--- config.mk ---
export PLATFORM = sky130hd
export DESIGN_NAME = lpc_tpm_trigger
export DESIGN_NICKNAME = d
export VERILOG_FILES = /design/src/rtl/lpc_tpm_trigger.sv
export SDC_FILE = /design/constraint.sdc
export NUM_CORES = 1
export LEC_CHECK = 0
export ABC_AREA = 1
export BUFFER_PORTS_ARGS = -buffer_cell sky130_fd_sc_hd__buf_2
export CAP_MARGIN = 20
export CORE_MARGIN = 5
export CORE_UTILIZATION = 52
export DETAILED_ROUTE_END_ITERATION = 8
export HOLD_SLACK_MARGIN = 0.08
export PLACE_DENSITY = 0.85
export SLEW_MARGIN = 5
export SYNTH_ARGS = -nofsm -noshare
export SYNTH_HDL_FRONTEND = slang
export SYNTH_SLANG_ARGS = --single-unit
export TNS_END_PERCENT = 50
--- constraint.sdc ---
create_clock -name clk -period 1.3 [get_ports clk]
set_input_delay 0.26 -clock clk [delete_from_list [all_inputs] [get_ports clk]]
set_output_delay 0.26 -clock clk [all_outputs]
set_load 0.05 [all_outputs]
--- src/rtl/lpc_tpm_trigger.sv ---
// rtl/lpc_tpm_trigger.sv - passive LPC TPM cycle decoder with address/direction trigger
module lpc_tpm_trigger #(
    parameter logic [15:0] ADDR_MATCH    = 16'h0024,
    parameter logic [15:0] ADDR_MASK     = 16'hFFFF,
    parameter bit          TRIG_ON_READ  = 1'b1,
    parameter bit          TRIG_ON_WRITE = 1'b1,
    parameter int          MAX_SYNC_WAIT = 8
) (
    input  logic        clk,
    input  logic        reset,
    input  logic        lpc_frame,
    input  logic [3:0]  lpc_ad,
    output logic        cycle_valid,
    output logic        trigger,
    output logic        cyc_write,
    output logic [15:0] cyc_addr,
    output logic [7:0]  cyc_data
);

    localparam int WW = (MAX_SYNC_WAIT > 0) ? $clog2(MAX_SYNC_WAIT + 1) : 1;

    typedef enum logic [2:0] {
        S_IDLE,
        S_START,
        S_ADDR,
        S_WDATA,
        S_TAR,
        S_SYNC,
        S_RDATA,
        S_COMPLETE
    } state_t;

    state_t         state, state_n;
    logic [1:0]     cnt, cnt_n;
    logic [WW-1:0]  wait_cnt, wait_n;
    logic [3:0]     start_nib;
    logic           is_write;
    logic [15:0]    addr;
    logic [7:0]     data;
    logic           done;
    logic [7:0]     fin_data;
    logic           hit;
    logic           dir_ok;

    // State, nibble counter and SYNC wait counter registers
    always_ff @(posedge clk or negedge reset) begin
        if (!reset) begin
            state    <= S_IDLE;
            cnt      <= 2'd0;
            wait_cnt <= '0;
        end else begin
            state    <= state_n;
            cnt      <= cnt_n;
            wait_cnt <= wait_n;
        end
    end

    // Next-state decode; LFRAME# low always wins and restarts decoding
    always_comb begin
        state_n = state;
        cnt_n   = cnt;
        wait_n  = wait_cnt;
        done    = 1'b0;
        if (!lpc_frame) begin
            state_n = S_START;
            cnt_n   = 2'd0;
            wait_n  = '0;
        end else begin
            case (state)
                S_IDLE: state_n = S_IDLE;
                S_START: begin
                    // cycle type is sampled in the first clk after LFRAME# rises
                    if (start_nib == 4'b0101 && lpc_ad[3:2] == 2'b00) begin
                        state_n = S_ADDR;
                        cnt_n   = 2'd0;
                    end else begin
                        state_n = S_IDLE;
                    end
                end
                S_ADDR: begin
                    cnt_n = cnt + 2'd1;
                    if (cnt == 2'd3) begin
                        state_n = is_write ? S_WDATA : S_TAR;
                        cnt_n   = 2'd0;
                    end
                end
                S_WDATA: begin
                    cnt_n = cnt + 2'd1;
                    if (cnt == 2'd1) begin
                        state_n = S_TAR;
                        cnt_n   = 2'd0;
                    end
                end
                S_TAR: begin
                    cnt_n = cnt + 2'd1;
                    if (cnt == 2'd1) begin
                        state_n = S_SYNC;
                        cnt_n   = 2'd0;
                        wait_n  = '0;
                    end
                end
                S_SYNC: begin
                    if (lpc_ad == 4'b0000) begin
                        if (is_write) begin
                            state_n = S_COMPLETE;
                            done    = 1'b1;
                        end else begin
                            state_n = S_RDATA;
                            cnt_n   = 2'd0;
                        end
                    end else if (lpc_ad == 4'b0101 || lpc_ad == 4'b0110) begin
                        if (wait_cnt == WW'(MAX_SYNC_WAIT)) begin
                            state_n = S_IDLE;
                        end else begin
                            wait_n = wait_cnt + WW'(1);
                        end
                    end else begin
                        state_n = S_IDLE;
                    end
                end
                S_RDATA: begin
                    cnt_n = cnt + 2'd1;
                    if (cnt == 2'd1) begin
                        state_n = S_COMPLETE;
                        done    = 1'b1;
                    end
                end
                S_COMPLETE: state_n = S_IDLE;
                default:    state_n = S_IDLE;
            endcase
        end
    end

    // Final data byte: for reads the high nibble is on LAD in the completing clk
    always_comb begin
        fin_data = is_write ? data : {lpc_ad, data[3:0]};
        hit      = ((addr ^ ADDR_MATCH) & ADDR_MASK) == 16'h0000;
        dir_ok   = is_write ? TRIG_ON_WRITE : TRIG_ON_READ;
    end

    // Capture path: start nibble, direction, address, data and the reported cycle
    always_ff @(posedge clk or negedge reset) begin
        if (!reset) begin
            start_nib   <= 4'h0;
            is_write    <= 1'b0;
            addr        <= 16'h0000;
            data        <= 8'h00;
            cycle_valid <= 1'b0;
            trigger     <= 1'b0;
            cyc_write   <= 1'b0;
            cyc_addr    <= 16'h0000;
            cyc_data    <= 8'h00;
        end else begin
            if (!lpc_frame) begin
                start_nib <= lpc_ad;
            end
            if (state == S_START) begin
                is_write <= lpc_ad[1];
            end
            if (state == S_ADDR) begin
                addr <= {addr[11:0], lpc_ad};
            end
            if (state == S_WDATA || state == S_RDATA) begin
                if (cnt[0] == 1'b0) begin
                    data[3:0] <= lpc_ad;
                end else begin
                    data[7:4] <= lpc_ad;
                end
            end
            cycle_valid <= done;
            trigger     <= done && hit && dir_ok;
            if (done) begin
                cyc_write <= is_write;
                cyc_addr  <= addr;
                cyc_data  <= fin_data;
            end
        end
    end

endmodule
Word-level counts from Yosys, hierarchy flattened
Index checks and enable logic that the tools add are counted.

word-level totals
  register bits after elaboration = 65
  input port bits = 7
  output and inout port bits = 27
  word-level logic and storage cells = 89

operators by class
  add/subtract/negate cells = 2
  equality and inequality tests = 26
  muxes and demuxes = 31
  bitwise operators = 2
  reduce and logical (&&, ||, !) cells = 15

operators with widths
  cell                 count
  $ne 3x3->1 const B   10
  $mux 3               9
  $pmux 3 s7           1
  $mux 4               5
  $logic_not 16->1     1
  $mux 2               7
  $eq 3x3->1 const B   4
  $eq 4x3->1 const B   3
  $pmux 2 s5           1
  $reduce_and 5->1     2
  $mux 8               1
  $pmux 4 s2           1
  $eq 3x2->1 const B   2
  $ne 6x2->1 const B   1
  $mux 1               5
  $ne 5x5->1 const B   1
  $add 4x1->4 const B  1
  $eq 4x4->1 const B   1
  $logic_not 4->1      1
  $reduce_and 2->1     2
  $reduce_and 4->1     1
  $reduce_or 2->1      2
  $eq 3x1->1 const B   1
  $logic_not 3->1      1
  10 further kinds     12

Logic depth before layout (Yosys ltp)
  depth after elaboration = 6
  mapped depth = 10
  gate-level depth less buffers = 9

Worst setup path before layout
Ideal clock, no wire load.

  path type = flip-flop to flip-flop
  start point = register state[1]
  end point = register cyc_addr[11]
  library setup time = 119 ps
  arrival time = 1349 ps
  data required time = 1181 ps
  path slack = -169 ps
  stages on the path, launching flop included = 11
  path buffers = 2
  period minus slack after synthesis = 1469 ps
  path through = dfrtp_1 > clkbuf_2 > inv_2 > nand3_2 > nor2_1 > nand2_1 > o21ai_4 > nand2_4 > buf_6 > nand2_1 > nand2_1

on the way
  word-level cells in the longest chain between the ends = 3
  elaborated cells between the ends (all ways) = 4
  classes of those cells = 2 x eq/ne; 2 x mux

ends and longest elaborated chain
  what                    line  text
  start, declared         33    state_t state, state_n;
  start signal, assigned  52    state <= state_n;
  $eq 3x3->1              69    case (state)
  $pmux 1 s2 *            69
  $mux 1 *                64    if (!lpc_frame) begin
  end signal, assigned    174   cyc_addr <= addr;
  end, declared           16    output logic [15:0] cyc_addr,

Mark *: on every way between the ends. The rest lies on a longest branch, timed or not.
A chain may end at the register's enable or synchronous reset.

Worst setup path after layout
  start point = register state[1]
  end point = register cyc_data[0]

on the way
  word-level cells in the longest chain between the ends = 3
  elaborated cells between the ends (all ways) = 4
  classes of those cells = 2 x eq/ne; 2 x mux

ends and longest elaborated chain
  what                  line  text
  $eq 3x3->1            69
  $pmux 1 s2 *          69
  $mux 1 *              64
  end signal, assigned  175   cyc_data <= fin_data;
  end, declared         17    output logic [7:0] cyc_data

Marked as above.

==> out/metrics.cfg <==
[outcome]
status = complete, but fails checks
failed_checks = negative setup slack

[placement]
dp_cells = 484
dp.final_hpwl_um = 4820
place_congestion = 0.917
numPortBuffers = 33

[critical_path]
worstSetupEndpointType = flop
crit_top_cell = nand2_2
critPathBufInv = 2
r2r_setup_slack_ns = -0.17
worstPathRequired_ns = 1.53
cp-start-kind = flop
r2r_end = cyc_data[0]$_DFFE_PN0P_
crit_path_max_fanout = 13
slowest_stage = dfrtp_2
crit_arrival_ns = 1.70
critical-path-top-delay-family = simple AND/OR/NAND/NOR gates
crit_path_cell_trace = inv_2 > nand3_4 > nor2_4 > nand2_2 > o21ai_4 > buf_12 > nand2_8 > nand2_2 > nand2_1
path_class = reg -> reg
critical-path-max-stage-delay_ns = 0.45
worstRegToRegCells = 9
reg2reg_from = state[1]$_DFFE_PN0P_

[floorplan]
core_area_sq_um = 5540
die-area_sq_um = 7330
die_w_um = 85.6
initial_core_util = 0.537
die_h_um = 85.6
placementRows = 27
ios = 34

[clocking]
cts_tree = done
root_buffer = clkbuf_8
worstSkewPairLatency_ns = 0.34
clock-sinks = 65
clockBufferDepth = 2
cts_inserted_buffers = 9
cts_max_level = 3
clkSlewWorstSetupHoldPaths_ns = 0.07

[route]
drt-wirelength-per-cell_um = 15.2
vias_per_cell = 5.34
vias = 2752
drc = 0
dr.pass1.iters = 5
detail_route.iter0.violations = 192
final_antenna_net_count = 0
routed_wl_um = 7840

[timing]
setup_viol = 41
period_needed_ns = 1.47
layout_setup_ws_ns = -0.171
hold_viol_final = 0
slew_headroom = 0.679
max_freq_mhz = 680
rsz0062_at_grt = true
finalMaxSlewViolations = 0
finalCritPeriodShare = 1.13
tns_ns = -4.80
tightest_slew_ns = 0.481
fin_skew_ns = 0.00608

[power]
ir_drop_mv = 0.607
cellPowerDensity_nw_per_um2 = 1100
p_leak_uw = 0.00209

[layout]
fin_cells = 515
area_delta_synth_final_pct = 32.6
regArea_sq_um = 1630
multi_input_area_sq_um = 1320
fill_cells = 400
nets = 450
final_common_cell = nand2_1
n_antenna_cell = 0
drive_gt1_frac = 0.302
final_cell_mix = nand2_1, dfrtp_1, buf_4

[synthesis]
synth_nets = 375
yosysSeqAreaShare = 0.547
ys_warn_count = 0
synthDistinctLibCells = 24
netlist_area_sq_um = 2970
synthesis.instances = 363
synth_area_per_cell_sq_um = 8.19
synth_seq_cells = 65

[grt]
grt_most_used_layer = met2
grt_pass1_wl_um = 12800
grt_pass1_vias = 2719
grt.met3_usage = 0.0509
grtUsageMet2 = 0.375
grt_usage = 0.223
grt_max_degree = 66
grt_overflow = 0
antenna_found_initial = 0
use_met1 = 0.273

[hold_path]
hold_class = in -> reg
whs_path_depth = 4
hold_start = lpc_ad[3]
hold_end = start_nib[3]$_DFFE_PN0N_

[flow_run]
cap_violations = 0

==> synthesized netlist by cell type <==
master / instances / share of area
nand3_1: 37 / 0.062
nand2_1: 136 / 0.17
nor4_1: 1 / 0.0021
clkbuf_2: 1 / 0.0017
buf_2: 1 / 0.0017
o211ai_1: 1 / 0.0025
nor2_2: 1 / 0.0021
nor3_1: 1 / 0.0017
xnor2_1: 1 / 0.0029
buf_6: 2 / 0.0076
nor2_1: 20 / 0.025
buf_1: 1 / 0.0013
nand3_2: 2 / 0.0067
o21ai_4: 1 / 0.0055
dfrtp_1: 65 / 0.55
buf_4: 2 / 0.0050
ha_1: 5 / 0.021
nand4_1: 6 / 0.013
inv_1: 28 / 0.035
clkbuf_1: 6 / 0.0076
nand2_4: 1 / 0.0038
o21ai_0: 37 / 0.062
inv_2: 4 / 0.0050
a21oi_1: 3 / 0.0050
==> routing by layer <==
layer	routed length (um)	up-vias
met1	3210	1329
met2	3890	85
met3	477	24
met4	259	0
met5	0	-
li1	-	1314
==> logic make-up (layout without fill, tap and decap cells) <==
logic type,after synthesis,after routing,synth area share
XOR/XNOR,1,1,0.00295
AO/OA/AOI/OAI,42,42,0.0753
buffers and inverters,45,124,0.0652
adder cells (fa/ha/maj),5,5,0.0210
AND/OR/NAND/NOR,205,206,0.288
flip-flops,65,65,0.547
==> how the worst max path moves through the flow <==
| stage | from | end | slack (ns) | depth (start not counted) |
|---|---|---|---|---|
| after floorplan | state[0]$_DFFE_PN0P_ | cyc_addr[11]$_DFFE_PN0P_ | -0.14 | 9 |
| final | state[1]$_DFFE_PN0P_ | cyc_data[0]$_DFFE_PN0P_ | -0.17 | 9 |
| after global routing | state[1]$_DFFE_PN0P_ | cyc_data[7]$_DFFE_PN0P_ | -0.23 | 9 |
| after detailed placement | lpc_ad[0] | cyc_addr[6]$_DFFE_PN0P_ | -0.24 | 9 |
| after global placement | state[1]$_DFFE_PN0P_ | cyc_addr[15]$_DFFE_PN0P_ | -0.12 | 8 |
| after CTS | state[1]$_DFFE_PN0P_ | cyc_addr[2]$_DFFE_PN0P_ | -0.16 | 9 |
==> worst register-to-register path, delay by kind of cell, from the launching register on <==
kind / cells / cell delay (ns)
AOI/OAI and AO/OA: 1 / 0.11
and+or+nand+nor: 6 / 0.55
DFF: 1 / 0.45
buffers and inverters: 2 / 0.27
==> through the flow <==
step	power (uW)	instance area (sq um)	setup WS, ns	utilization	hold slack, ns
4_1_cts	4370	3830	-0.156	0.691	0.318
3_5_place_dp	2570	3400	-0.244	0.614	0.312
5_1_grt	4520	3940	-0.227	0.712	0.357
2_1_floorplan	2400	2980	-0.138	-	-0.0356
3_3_place_gp	2550	3400	-0.119	0.614	0.299
6_report	4340	3940	-0.171	0.712	0.346
==> state kept, by name (all words and copies together) (netlist names) <==
| signal | cells |
|---|---|
| addr | 16 |
| cnt | 2 |
| cyc_addr | 16 |
| cyc_data | 8 |
| cyc_write | 1 |
| cycle_valid | 1 |
| data | 8 |
| is_write | 1 |
| start_nib | 4 |
| state | 3 |
| trigger | 1 |
| wait_cnt | 4 |
==> area by class of cell <==
| type | count | share of cell area |
|---|---|---|
| clock buffer | 12 | 0.0394 |
| multi-input combinational | 254 | 0.334 |
| tap | 72 | 0.0228 |
| inverter | 32 | 0.0305 |
| sequential | 65 | 0.413 |
| clock inverter | 4 | 0.0130 |
| timing repair buffer | 76 | 0.147 |
==> what timing repair did <==
action | in CTS | in global routing
setup endpoints to repair | 44 | 54
endpoints found under the hold margin | 65 | 0
pin swaps | 16 | 13
hold buffers | 1 | 0
gates cloned | 3 | 0
buffers inserted | 8 | 3
gates resized for setup | 22 | 32
==> power breakdown <==
part	switching, uW	internal (uW)
Clock	785	991
Sequential	84.3	2120
Combinational	245	118
Total	1110	3230
No activity file was read; power rests on OpenSTA's default activity.
